[config.mk]
export PLATFORM = sky130hd
export DESIGN_NAME = imem_loader
export DESIGN_NICKNAME = d
export VERILOG_FILES = /design/src/rtl/imem_loader.sv
export SDC_FILE = /design/constraint.sdc
export NUM_CORES = 1
export LEC_CHECK = 0
export ABC_CLOCK_PERIOD_IN_PS = 2800
export CORE_MARGIN = 2
export CORE_UTILIZATION = 51
export CTS_BUF_LIST = sky130_fd_sc_hd__clkbuf_16
export DETAILED_ROUTE_END_ITERATION = 10
export PLACE_DENSITY_LB_ADDON = 0.12
export SETUP_SLACK_MARGIN = 0.4
export SYNTH_ARGS = -nofsm -noshare
export SYNTH_HDL_FRONTEND = slang
export SYNTH_SLANG_ARGS = --single-unit
export TNS_END_PERCENT = 50
[constraint.sdc]
create_clock -name clk -period 2.8 [get_ports clk]
set_clock_uncertainty 0.15 [all_clocks]
set_input_delay 0.56 -clock clk [delete_from_list [all_inputs] [get_ports clk]]
set_output_delay 0.56 -clock clk [all_outputs]
set_load 0.1 [all_outputs]
[src/rtl/imem_loader.sv]
// Boot loader: receives a length-prefixed, XOR-checksummed byte stream and writes it into
// instruction memory one 32-bit word at a time, holding the CPU in reset until the image verifies.
module imem_loader #(
  parameter int AW = 6
) (
  input  logic          clk,
  input  logic          reset,
  input  logic          start,
  input  logic          byte_valid,
  input  logic [7:0]    byte_data,
  output logic          byte_ready,
  output logic          imem_we,
  output logic [31:0]   imem_waddr,
  output logic [31:0]   imem_wdata,
  output logic          cpu_hold,
  output logic          done,
  output logic          error,
  output logic [AW:0]   word_count
);

  typedef enum logic [2:0] {
    S_IDLE, S_LEN_HI, S_LEN_LO, S_DATA, S_CSUM, S_DONE, S_ERR
  } state_t;

  localparam logic [16:0] MAX_WORDS = 17'(2 ** AW);

  state_t      state_q, state_d;
  logic [15:0] len_q, len_d;
  logic [1:0]  lane_q, lane_d;
  logic [31:0] asm_q, asm_d;
  logic [7:0]  csum_q, csum_d;
  logic [AW:0] wc_q, wc_d;
  logic        we_q, we_d;
  logic        last_q, last_d;
  logic [31:0] waddr_q, waddr_d;
  logic [31:0] wdata_q, wdata_d;
  logic        xfer;
  logic [15:0] len_full;

  always_ff @(posedge clk) begin
    if (reset) begin
      state_q <= S_IDLE;
      len_q   <= '0;
      lane_q  <= '0;
      asm_q   <= '0;
      csum_q  <= '0;
      wc_q    <= '0;
      we_q    <= 1'b0;
      last_q  <= 1'b0;
      waddr_q <= '0;
      wdata_q <= '0;
    end else begin
      state_q <= state_d;
      len_q   <= len_d;
      lane_q  <= lane_d;
      asm_q   <= asm_d;
      csum_q  <= csum_d;
      wc_q    <= wc_d;
      we_q    <= we_d;
      last_q  <= last_d;
      waddr_q <= waddr_d;
      wdata_q <= wdata_d;
    end
  end

  always_comb begin
    state_d  = state_q;
    len_d    = len_q;
    lane_d   = lane_q;
    asm_d    = asm_q;
    csum_d   = csum_q;
    wc_d     = wc_q;
    we_d     = 1'b0;
    last_d   = last_q;
    waddr_d  = waddr_q;
    wdata_d  = wdata_q;
    len_full = {len_q[15:8], byte_data};

    byte_ready = (state_q == S_LEN_HI) || (state_q == S_LEN_LO) ||
                 (state_q == S_DATA)   || (state_q == S_CSUM);
    xfer = byte_valid && byte_ready;

    case (state_q)
      S_IDLE, S_DONE, S_ERR: begin
        if (start) begin
          state_d = S_LEN_HI;
          wc_d    = '0;
          csum_d  = '0;
          lane_d  = '0;
          last_d  = 1'b0;
        end
      end
      S_LEN_HI: begin
        if (xfer) begin
          len_d[15:8] = byte_data;
          state_d     = S_LEN_LO;
        end
      end
      S_LEN_LO: begin
        if (xfer) begin
          len_d = len_full;
          if ({1'b0, len_full} > MAX_WORDS) state_d = S_ERR;
          else if (len_full == 16'd0)       state_d = S_CSUM;
          else                              state_d = S_DATA;
        end
      end
      S_DATA: begin
        // The write cycle of the final word doubles as the checksum slot, so the stream never stalls.
        if (we_q && last_q) begin
          if (xfer) state_d = (byte_data == csum_q) ? S_DONE : S_ERR;
          else      state_d = S_CSUM;
        end else if (xfer) begin
          asm_d  = {asm_q[23:0], byte_data};
          csum_d = csum_q ^ byte_data;
          lane_d = lane_q + 2'd1;
          if (lane_q == 2'd3) begin
            we_d    = 1'b1;
            wdata_d = {asm_q[23:0], byte_data};
            waddr_d = 32'(wc_q) << 2;
            wc_d    = wc_q + 1'b1;
            last_d  = ((16'(wc_q) + 16'd1) == len_q);
          end
        end
      end
      S_CSUM: begin
        if (xfer) state_d = (byte_data == csum_q) ? S_DONE : S_ERR;
      end
      default: state_d = S_IDLE;
    endcase
  end

  // Gate with reset so a write scheduled for the reset cycle never reaches memory.
  assign imem_we    = we_q && !reset;
  assign imem_waddr = waddr_q;
  assign imem_wdata = wdata_q;
  assign cpu_hold   = (state_q != S_DONE);
  assign done       = (state_q == S_DONE);
  assign error      = (state_q == S_ERR);
  assign word_count = wc_q;

endmodule

Yosys cells after proc, flatten, opt, wreduce, memory -nomap -nowiden
Index checks and enable logic that the tools add are counted.
Widths: inputs -> output; s select.

word-level totals
  flip-flop bits (word level) = 101
  bits of input ports = 12
  output and inout bits = 76
  word-level logic and storage cells = 88

cells by class
  $add $sub $neg = 3
  order comparisons = 1
  equal/unequal tests = 18
  multiplexer cells = 31
  bitwise operators = 5
  reductions and logical operators = 19

operators with widths
  cell                 number
  $mux 8               4
  $pmux 8 s2           2
  $mux 7               4
  $mux 3               7
  $eq 8x16->1          1
  $gt 16x7->1 const B  1
  $logic_not 16->1     1
  $pmux 3 s5           1
  $pmux 7 s2           1
  $ne 2x2->1 const B   6
  $mux 2               5
  $reduce_and 5->1     2
  $eq 3x3->1 const B   3
  $add 7x1->8 const B  1
  $eq 8x8->1           1
  $reduce_and 4->1     2
  $xor 8x8->8          1
  $add 7x1->7 const B  1
  $eq 3x2->1 const B   2
  $reduce_and 3->1     2
  $mux 1               5
  $ne 2x1->1 const B   2
  $not 1->1            4
  $pmux 2 s2           1
  other kinds (13)     17

Depth between registers and ports, before layout
Gate-level depths: netlist of the first run.

  depth after elaboration = 8
  mapped depth = 7

Worst setup path before layout of the first run
Ideal clock, no wire load.

  kind = reg2out
  start point = register state_q[0]
  end point = output port done
  arrival time = 2.216 ns
  setup slack = -0.126 ns
  cell stages (with the launch flop) = 5
  buffers on the path = 1
  cell sequence = dfxtp_1 -> buf_2 -> nor2b_1 -> nand2_1 -> inv_1

on the way
  longest elaborated chain between the ends = 1

RTL lines
  element                 RTL line  text
  from (decl)             27        state_t state_q, state_d;
  from (signal assigned)  53        state_q <= state_d;
  $eq 3x3->1              137       assign done = (state_q == S_DONE);
  to (decl)               16        output logic done,

No other way between the ends.

Worst setup path after layout of the first run
  start point = input port byte_data[1]
  end point = register state_q[2]

on the way
  longest elaborated chain between the ends = 5
  elaborated cells between the ends (all ways) = 6
  those cells by class = order compare (1); mux (4); reduce/logical (1)

RTL lines
  element                                                              RTL line  text
  from (decl)                                                          10        input logic [7:0] byte_data,
  parallel branches: the longest is 2 deep, another holds $gt 16x7->1  --
  $mux 3 (*)                                                           102       if ({1'b0, len_full} > MAX_WORDS) state_d = S_ERR;
  $mux 3 (*)                                                           100       if (xfer) begin
  $pmux 3 s5 (*)                                                       83        case (state_q)

Mark *: on every way between the ends. The select of a mux whose other input is x is not followed.
A chain may end at the register's enable or synchronous reset.

==> results of run 1 <==
[sequential cells by signal, indices dropped and copies added (netlist names)]
register and flops:
imem_waddr 7, len_q 16, word_count 7, csum_q 8
asm_q 24, lane_q 2, imem_wdata 32, we_q 1
state_q 3, last_q 1
[routing by layer]
layer / vias up / wire [um]
met5: - / 0
li1: 1977 / -
met4: 0 / 76
met2: 120 / 4870
met1: 1891 / 5050
met3: 8 / 686
[metrics by stage]
step	total power, mW	hold WS, ns	setup slack, ns
floorplan	2.34	0.282	-0.0416
global placement	2.52	0.293	0.159
detailed placement	2.54	0.294	0.127
CTS	3.82	0.304	0.490
global route	3.97	0.328	0.399
finish	3.80	0.308	0.462
[worst max path at each step]
| stage | startpoint | to | slack (ns) | cells after the start |
|---|---|---|---|---|
| after CTS | byte_data[1] | state_q[0] | 0.49 | 6 |
| after global placement | byte_data[1] | state_q[2] | 0.16 | 6 |
| final | byte_data[1] | state_q[2] | 0.46 | 6 |
| after global routing | state_q[0] | done | 0.40 | 4 |
| after detailed placement | byte_data[1] | state_q[2] | 0.13 | 6 |
| after floorplan | state_q[2] | done | -0.04 | 4 |
[power by group through the flow]
stage	clock network, mW	logic, mW	registers [mW]
6_report	1.29	0.920	1.59
5_1_grt	1.37	0.990	1.61
4_1_cts	1.31	0.919	1.59
3_5_place_dp	0	0.915	1.62
3_3_place_gp	0	0.906	1.62
2_1_floorplan	0	0.780	1.56
[Yosys cell counts (2+ instances only)]
cell type  count
a211o_1        2
a21oi_1      102
a221oi_1       2
a41oi_1        2
and2_1         3
and3_1         3
and4b_1        2
buf_1          2
buf_2          6
buf_4         25
clkbuf_1      30
dfxtp_1      101
ha_1           2
inv_1          5
mux2i_1        2
nand2_1      175
nand2b_1       2
nand3_1        7
nand3b_1       5
nand4_1        2
nor2_1        22
nor2b_1       11
nor3_1         2
nor4_1         3
o21ai_0       20
o21bai_1       2
o31ai_1        2
or2_2          4
xnor2_1        6
xor2_1         8
[what timing repair did]
action	4_1_cts	5_1_grt
hold endpoints to repair	0	0
pin swaps	0	0
resized for setup	1	1
gates cloned	0	0
buffers inserted	0	0
setup endpoints to repair	2	4
[final cells by class]
cell class | instances | area [um^2] | share of cell area
multi-input combinational | 433 | 2140 | 0.401
sequential | 101 | 2020 | 0.380
tap | 108 | 135 | 0.0253
clock inverter | 7 | 91.3 | 0.0171
timing repair buffer | 81 | 693 | 0.130
inverter | 5 | 22.5 | 0.00422
clock buffer | 9 | 225 | 0.0422
[worst max-delay path, cell delays in order]
cell and delay [ns]:
clkdlybuf4s50_1 0.50, or4_4 0.57, nor4_4 0.19, nor4_2 0.09
or4_1 0.40, a21oi_1 0.14
[cell families after synthesis]
kind of cell / share of synthesized area
XOR/XNOR: 0.0277
buffers and inverters: 0.0830
other: 0.000846
AO/OA/AOI/OAI: 0.173
adder cells (fa/ha/maj): 0.00565
multiplexers: 0.00452
AND/OR/NAND/NOR: 0.249
flip-flops: 0.456
==> impl_summary.md, run 1 <==
Synthesis
dfxtp_1 takes more of the synthesized area than any other cell. The fraction of registers with async set or reset after synthesis is 0. The share of the synthesized area in the top cell type is 0.456. Summing every instance area after synthesis gives ~4400 um^2. Sorting the synthesized cells by area gives the leading types as dfxtp_1, nand2_1, a21oi_1. The synthesized netlist contains slightly below 50 unique library cells. The synthesized design contains 0 enable-type register cells. For this run, the leading register cell type out of synthesis is dfxtp_1. The synthesis warning total is 0. The post-synthesis area per instance is 7.65 um^2. The gate count after technology mapping is between 500 and 600.

The register area share after synthesis is 0.456. The synthesized design contains 101 register bits.

Global routing
The number of antenna violations at the first check in global routing is 0. The highest-utilization routing layer at the global route stage is met2. Entering global routing, the biggest net connects 62 pins.

The total overflow left after global routing is 0. In the global route stage, overall resource usage came out at 0.226. For this run, global-route usage on met1 was measured as 0.329. The via count of the first global-routing pass is 3639. For this run, global-route usage on met3 was measured as 0.0518. The met2 layer usage reported by global route is 0.349.

The first global-routing pass estimated about 17000 um of wire.

Finish
The number of inserted diodes is 0. After routing the design area is roughly 5300 um^2. Of the cells placed in the final design, the portion with a size suffix greater than 1 is 0.157. The post-layout utilization of the core is 0.620. The most common cell after layout, fill and taps aside is nand2_1. In the layout the commonest cells are nand2_1, a21oi_1, dfxtp_1.

For this run, the post-layout net count is roughly 650. The non-filler instance count after layout is roughly 740. Relative to the synthesized area, the layout overhead comes to 20.3%.

Counting the fill cells in the layout gives roughly 800.

Min path
The worst hold path terminates at imem_wdata[14]. In this run the worst hold path is classified as flop to flop. The launch instance of the worst min-delay path is imem_wdata[14].

The count of cells along the worst hold path is 2.

CTS
The register clock-pin slew on the reported worst setup and hold paths is roughly 0.080 ns. The number of levels in the clock H-tree is 3. The number of buffers created by CTS is 9.

The clock net sink count is between 100 and 150. The clock root buffer is clkbuf_16. At the later pin of the worst-skew pair, clock insertion delay measures ~0.34 ns. The maximum buffer depth of the clock tree is 2. The count of hold buffers inserted by post-cts repair is 0. TritonCTS built the clock tree.

Floorplan
In this run the standard cell core region covers about 8600 um^2. From bottom edge to top edge, the die measures slightly below 100 um. In this run the count of I/O pins placed on the die edge is 88. The starting utilization of the core area is 0.516.

The placement row count is 34. The die covers 9450 um^2. The overall die width is 97.2 um.

Critical path
The destination of the worst register-to-register timing path is word_count[5]. The startpoint identified for the worst register-to-register timing path is state_q[1]. STA puts the critical path data required time at between 2 and 3 ns. The setup path with the least slack is of type input port to flop. The arrival time reported for the critical path endpoint is roughly 2.5 ns.

The element type at the critical path end is a flop. The maximum fanout encountered on the critical timing path is 2. The worst setup path is launched from an input port. The setup slack of the worst register-to-register path is ~0.70 ns. For the worst flop-to-flop path, the logic depth is 6.

STA
For the pin with the worst max-slew slack, the measured transition is approximately 0.63 ns. The hold violation total from the final report came to 0. The fraction of the cycle the final worst path needs is 0.835. Setup violations remaining at the end of the flow were counted as 0. In this run the tightest slew margin relative to its limit is 0.578.

Setup repair after global routing could not meet its margin everywhere. The total negative slack is 0 ns. The clock period minus final worst setup slack is 2.34 ns.

The max-slew violation total from the final report is 0. The top achievable clock speed is between 400 and 500 MHz.

Detailed routing
Across all layers, the routed design uses roughly 4000 vias. The iteration-0 DRC count of the detailed router is between 200 and 300. Using the TritonRoute via totals, the vias-per-cell ratio works out to about 5.4. Dividing the detail-routed wire length by the instance count gives around 14 um. After detailed routing, the number of remaining DRC violations is 0. The number of optimization iterations in the first detailed-route pass is 4. The routed wire length is between 10000 and 15000 um.

The count of nets left with antenna violations once routing finished came out at 0.

Power and ir drop
The switching power of the nets is 1.30 mW. The share of total power in sequential cells is 0.419. The share of total power consumed by net switching is 0.343. The share of power burned in combinational logic is 0.242. Cell internal power was estimated by the tool at roughly 2.5 mW. The power density of the placed cells is ~710 nW/um^2. Of the total power, the clock network draws 0.339.

The analysis attributes to cell leakage a power of between 1.5 and 2 nW. The worst IR drop on VDD is 0.423 mV.

Placement
The number of buffers added on ports is 62. The final HPWL from detailed placement is 7370 um. The placer congestion estimate is 0.842. Including well taps, the total number of placed cells is 728.

Once placement finished, the instance area stood at 5010 um^2.

Run
The reported max-cap violation count is 0.

Outcome
The flow ran to the end, and the final reports show no timing, DRC or antenna violations.
(Power assumes the default switching activity.)
==> inputs of run 2 (changes only) <==
- ABC_CLOCK_PERIOD_IN_PS: 2800 -> 1900
- CORE_UTILIZATION: 51 -> 46
- clock period: 2.8 -> 1.9 ns (I/O delays scaled with it)
==> run 2 against run 1 <==
- flip-flop and latch count is the same
- final cell count grew 12%
- sequential power grew 45%
- worst setup slack lost 0.45 ns
- hold slack lost 0.0041 ns
- critical path type is now flop to flop
- register-to-register slack lost 0.68 ns
- non-clock buffer count grew 68
- clock power grew 42%
- combinational power grew 130%
- via count grew 18%
- die area grew 10%
- power grew 65%
==> impl_summary.md, run 2 (same netlist as run 1, synthesis figures left out) <==
Outcome
The run finished with clean final reports.

Finish
The number of inserted diodes is 0 (unchanged). In the layout the commonest cells are nand2_1, dfxtp_1, buf_12. The most common cell after layout, fill and taps aside is nand2_1. The share of cells above drive strength 1 came to 0.442 (+0.285). The post-route cell area is 7560 um^2 (+42%). The net count reported at finish is 713 (+11%). The growth of design area from synthesis to finish is 70.6%.

The flip-flop count of the largest register, all copies and words added is 32 (unchanged).

Critical path
The delay of the slowest cell on the worst path is 0.35 ns (-0.22 ns). The cell with the largest stage delay on the worst path is dfxtp_2. By instance count, the cell type seen most on the critical path is buf_12. STA classifies the critical path endpoint as a flop. The worst setup path category is flop to flop. The arrival time reported for the critical path endpoint is 2.01 ns (-0.44 ns).

The signal on the critical path passes through buf_6 -> and4b_2 -> and3_4 -> buf_12 -> buf_12 -> buf_16 -> nand2_4 -> a21oi_2. The worst setup path is launched from a flop. The maximum fanout encountered on the critical timing path was 8 (+6).

The required time at the worst-slack endpoint is 2.02 ns (-0.89 ns).

Detailed routing
The via-per-instance ratio is 5.64 (+5.1%). The number of routed nets with antenna violations came to 0 (unchanged). The routed wire length is 15300 um (+43%). The number of remaining DRC errors is 0 (unchanged). The via count is 4700 (+18%). The iteration-0 DRC count of the detailed router is 302 (+11%). The number of optimization iterations in the first detailed-route pass is 5 (+1). The final routed wire length divided by cell count is 18.4 um (+28%).

Power and ir drop
The worst IR drop on VDD is 0.888 mV (+110%). The power density of the placed cells is 830 nW/um^2 (+16%). The static power due to leakage was 2.90 nW (+46%).

CTS
The maximum buffer depth of the clock tree was 2 (unchanged). The register clock-pin slew on the reported worst setup and hold paths is 0.08 ns (about the same). The clock network latency to the later pin of the worst-skew pair is 0.35 ns (about the same).

The number of buffers created by CTS was 9 (unchanged). The count of hold buffers inserted by post-cts repair is 0 (unchanged). The clock root buffer is clkbuf_16.

The number of levels in the clock H-tree is 3 (unchanged). The TritonCTS clock tree is yes. The clock net sink count came to 101 (unchanged).

STA
The max-slew violation total from the final report was 0 (unchanged). The clock period minus final worst setup slack is ~1.9 ns. The hold violation total from the final report is 0 (unchanged). The total negative slack came to 0 ns (unchanged). Timing would allow up to approximately 530 MHz. Dividing the final minimum period by the clock period gives 0.992. The number of endpoints failing setup at the final stage was 0 (unchanged). The final worst slack is 0.0161 ns (-0.446 ns). Setup repair after global routing could not meet its margin everywhere.

Floorplan
The number of primary I/O pins is 88 (unchanged). The overall die width is 102 um (+5.1%). The area enclosed by the die boundary came to 10400 um^2 (+10%).

The starting utilization of the core area is 0.477 (-0.0384). The placement row count is 35 (+2.9%). The placeable core region is 9280 um^2 (+8.0%). The die height is 102 um (+5.1%).

Placement
The placer congestion estimate is 0.905 (+7.5%). The area of placed instances is 5960 um^2 (+19%). The pre-CTS setup slack is -0.587 ns (-0.715 ns).

The final HPWL from detailed placement is 7720 um (+4.7%). The number of buffers added on ports is 62 (unchanged).

Global routing
The leftover overflow at the end of global routing came to 0 (unchanged). The via count of the first global-routing pass came to 4294 (+18%). The number of antenna violations at the first check in global routing is 0 (unchanged).

The global-route wire length before repair is 21200 um (+21%). The combined global-route utilization of all metal layers is 0.258 (+0.0323). The largest net degree at the start of global routing is 56 (-9.7%).

Min path
The path class of the tightest hold or removal check is input port to flop.

Run
The reported max-cap violation count was 0 (unchanged).
[run 2: changes by cell type in the layout (fill, tap and decap cells not counted), sizes merged]
cell and delta:
clkinvlp +1, clkinv -2, buf +68, clkbuf +3, clkdlybuf4s50 -9, bufinv -1
inv +2, clkdlybuf4s15 +1, dlygate4sd2 +5
[run 2: repair_timing]
item,CTS,global route
setup buffers,25,6
resized for setup,65,166
setup endpoints to repair,107,113
gates cloned,9,3
pin swaps,22,69
[run 2: worst paths after layout]
path	slack (ns)	to	depth (start not counted)	from
max	0.02	imem_wdata[20]	8	state_q[1]
min	0.30	word_count[2]	2	reset
max reg2reg	0.02	imem_wdata[20]	8	state_q[1]
min reg2reg	0.31	len_q[11]	2	len_q[11]
[run 2: area by class of cell]
type                            count  area (um^2)
Multi-Input combinational cell    433         2880
Timing Repair Buffer              149         2150
Sequential cell                   101         2060
Fill cell                         540         1720
Clock buffer                        9          225
Tap cell                          129          161
Clock inverter                      7         63.8
Inverter                            5         22.5
[run 2: power by group]
group          internal [mW]  leakage, nW  switching, mW
Clock                  0.924        0.138          0.906
Sequential              2.21        0.823         0.0990
Combinational          0.833         1.94           1.31
[run 2: stage by stage]
stage / std cells / power, mW / util / hold WS (ns)
final: 833 / 6.28 / 0.815 / 0.304
after global placement: 774 / 3.98 / 0.642 / 0.292
after CTS: 824 / 6.07 / 0.735 / 0.270
after detailed placement: 774 / 4.01 / 0.642 / 0.295
after floorplan: 603 / 3.61 / - / 0.282
after global routing: 833 / 6.49 / 0.815 / 0.312
[run 2: metal layers]
layer,global-route usage,vias up,wire (um)
met5,0,-,0
met4,0.0821,0,532
met3,0.0499,48,1010
met2,0.434,236,7720
met1,0.337,2284,6070
li1,-,2132,-
[run 2: worst max-delay path: cells and delay by family (launching register included)]
| kind | cells | cell delay (ns) |
|---|---|---|
| flip-flops | 1 | 0.35 |
| buffers and inverters | 4 | 0.50 |
| AO/OA/AOI/OAI | 1 | 0.21 |
| AND/OR/NAND/NOR | 3 | 0.62 |
==> inputs of run 3 (changes only) <==
- PLACE_DENSITY: not set -> 0.79
- PLACE_DENSITY_LB_ADDON: 0.12 -> not set
==> run 3 against run 2 <==
- sequential power about the same
- clock power about the same
- power increased by 3.0%
- first-iteration DRC count increased by 29%
- cell area about the same
- utilization about the same
- sequential share of layout area about the same
==> impl_summary.md, run 3 (same netlist as run 1, synthesis figures left out) <==
STA
The worst slack on hold paths was 0.189 ns (-0.115 ns). The final worst slack is 0.0420 ns (+0.0259 ns). In this run the tightest slew margin relative to its limit is 0.629.

The number of endpoints failing setup at the final stage was 0 (unchanged). The clock period minus final worst setup slack is 1.86 ns (-0.0259 ns). The fraction of the cycle the final worst path needs is 0.978 (-0.0136). The hold violation total from the final report is 0 (unchanged). The max-slew violation total from the final report is 0 (unchanged).

Setup repair after global routing could not meet its margin everywhere. The top achievable clock speed is 538 MHz (+1.4%). At the pin with the least slew margin, the transition time is between 0.5 and 0.6 ns.

Finish
The growth of design area from synthesis to finish is 70.6% (about the same). The flip-flop count of the largest register, all copies and words added is 32 (unchanged). The number of inserted diodes was 0 (unchanged). The non-filler instance count after layout is 837 (+0.48%). The net count reported at finish is 717 (+0.56%). In the layout the commonest cells are nand2_1, dfxtp_1, buf_12. The share of cells above drive strength 1 came to 0.444 (+0.00174). The most common cell after layout, fill and taps aside is nand2_1.

CTS
The TritonCTS clock tree is yes. The clock network latency to the later pin of the worst-skew pair came to 0.35 ns (about the same). The number of buffers created by CTS is 9 (unchanged). The register clock-pin slew on the reported worst setup and hold paths is 0.08 ns (about the same). The clock net sink count was 101 (unchanged). The maximum buffer depth of the clock tree is 2 (unchanged). The root buffer cell chosen for the clock tree is clkbuf_16. The count of hold buffers inserted by post-cts repair is 0 (unchanged). The number of levels in the clock H-tree was 3 (unchanged).

Power and ir drop
The internal portion of total power is 4.10 mW (+3.3%). The worst IR drop on VDD is 0.663 mV (-25%). The share of total power in sequential cells is 0.360 (-0.008). The power density of the placed cells is 855 nW/um^2 (+3.0%).

The fraction of power consumed by the clock network is 0.278 (-0.013). The static power due to leakage is 3.07 nW (+5.7%). The share of total power consumed by net switching came to 0.366 (-0.00197). The share of power burned in combinational logic is 0.362 (+0.021). The switching power of the nets is 2.37 mW (+2.5%).

Critical path
The worst setup path is of the flop to flop kind. The required time at the worst-slack endpoint is 1.97 ns (-0.05 ns). STA classifies the critical path startpoint as a flop. The maximum fanout encountered on the critical timing path is 8 (unchanged). The arrival time reported for the critical path endpoint was 1.93 ns (-0.08 ns). The element type at the critical path end is a flop.

Global routing
The largest net degree at the start of global routing is 62 (+11%). The combined global-route utilization of all metal layers came to 0.266 (+0.00781). The via count of the first global-routing pass is 4400 (+2.5%).

The leftover overflow at the end of global routing is 0 (unchanged). The global-route wire length before repair is 21600 um (+1.8%). The number of antenna violations at the first check in global routing is 0 (unchanged).

Floorplan
The number of primary I/O pins is 88 (unchanged). The placeable core region is 9280 um^2 (unchanged). The area enclosed by the die boundary is 10400 um^2 (unchanged). The overall die width came to 102 um (unchanged).

The die height is 102 um (unchanged). The starting utilization of the core area came to 0.477 (unchanged). The placement row count is 35 (unchanged).

Detailed routing
The number of optimization iterations in the first detailed-route pass is 5 (unchanged). The final routed wire length divided by cell count was 19.2 um (+4.4%). The via count was 4741 (+0.87%). The iteration-0 DRC count of the detailed router is 390 (+29%). The routed wire length is 16100 um (+4.9%). The number of remaining DRC errors is 0 (unchanged). The number of routed nets with antenna violations came to 0 (unchanged). The via-per-instance ratio is 5.66 (+0.39%).

Run
The reported max-cap violation count is 0 (unchanged).

Placement
The cell count after placement is 777 (+0.39%). The placer congestion estimate came to 0.891 (-1.6%). The pre-CTS setup slack is -0.614 ns (-0.0270 ns). The final HPWL from detailed placement came to 7810 um (+1.2%). The number of buffers added on ports is 62 (unchanged).

Outcome
The run finished with clean final reports.

Min path
The tightest min-delay check is of the input port to flop type.
[run 3: worst max-delay path: stages, from the launching register on]
cell and delay (ns):
dfxtp_4 0.38, and4b_2 0.36, buf_6 0.13, nand3_4 0.10, buf_8 0.18, buf_6 0.12
buf_12 0.14, nand2_1 0.11, a21oi_2 0.06
[run 3: what timing repair did]
| action | 4_1_cts | 5_1_grt |
|---|---|---|
| setup endpoints to repair | 107 | 116 |
| setup buffers | 22 | 11 |
| resized for setup | 104 | 114 |
| cloned | 7 | 4 |
| endpoints found under the hold margin | 0 | 0 |
| pin swaps | 47 | 53 |
[run 3: worst paths after layout]
path | slack [ns] | from | cells past startpoint | end
max | 0.04 | state_q[2] | 8 | imem_wdata[25]
min | 0.19 | reset | 2 | we_q
max reg2reg | 0.04 | state_q[2] | 8 | imem_wdata[25]
min reg2reg | 0.32 | asm_q[20] | 2 | imem_wdata[28]
[run 3: power groups by stage]
stage | clock, mW | sequential (mW) | combinational [mW]
after floorplan | 0 | 2.29 | 1.32
after global placement | 0 | 2.32 | 1.70
after detailed placement | 0 | 2.33 | 1.73
after CTS | 1.76 | 2.30 | 2.04
after global routing | 1.89 | 2.34 | 2.46
final | 1.80 | 2.33 | 2.34
[run 3: per-layer routing]
layer  routed length (um)  global-route usage
met5                    0                   0
met4                  588               0.113
met3                 1200              0.0472
met2                 8180               0.467
met1                 6110               0.322
[run 3: cell type report]
class / count / area (um^2)
timing repair buffer: 153 / 2190
fill: 493 / 1720
sequential: 101 / 2060
inverter: 5 / 22.5
clock buffer: 9 / 225
clock inverter: 7 / 62.6
multi-input combinational: 433 / 2840
tap: 129 / 161
[run 3: metrics by stage]
stage	util	total power, mW	area (um^2)	setup TNS (ns)
finish	0.814	6.47	7560	0
global placement	0.647	4.02	6000	-22.97
CTS	0.749	6.10	6950	0
detailed placement	0.647	4.06	6000	-27.69
floorplan	-	3.61	4770	-0.0960
global route	0.814	6.69	7560	-0.0282
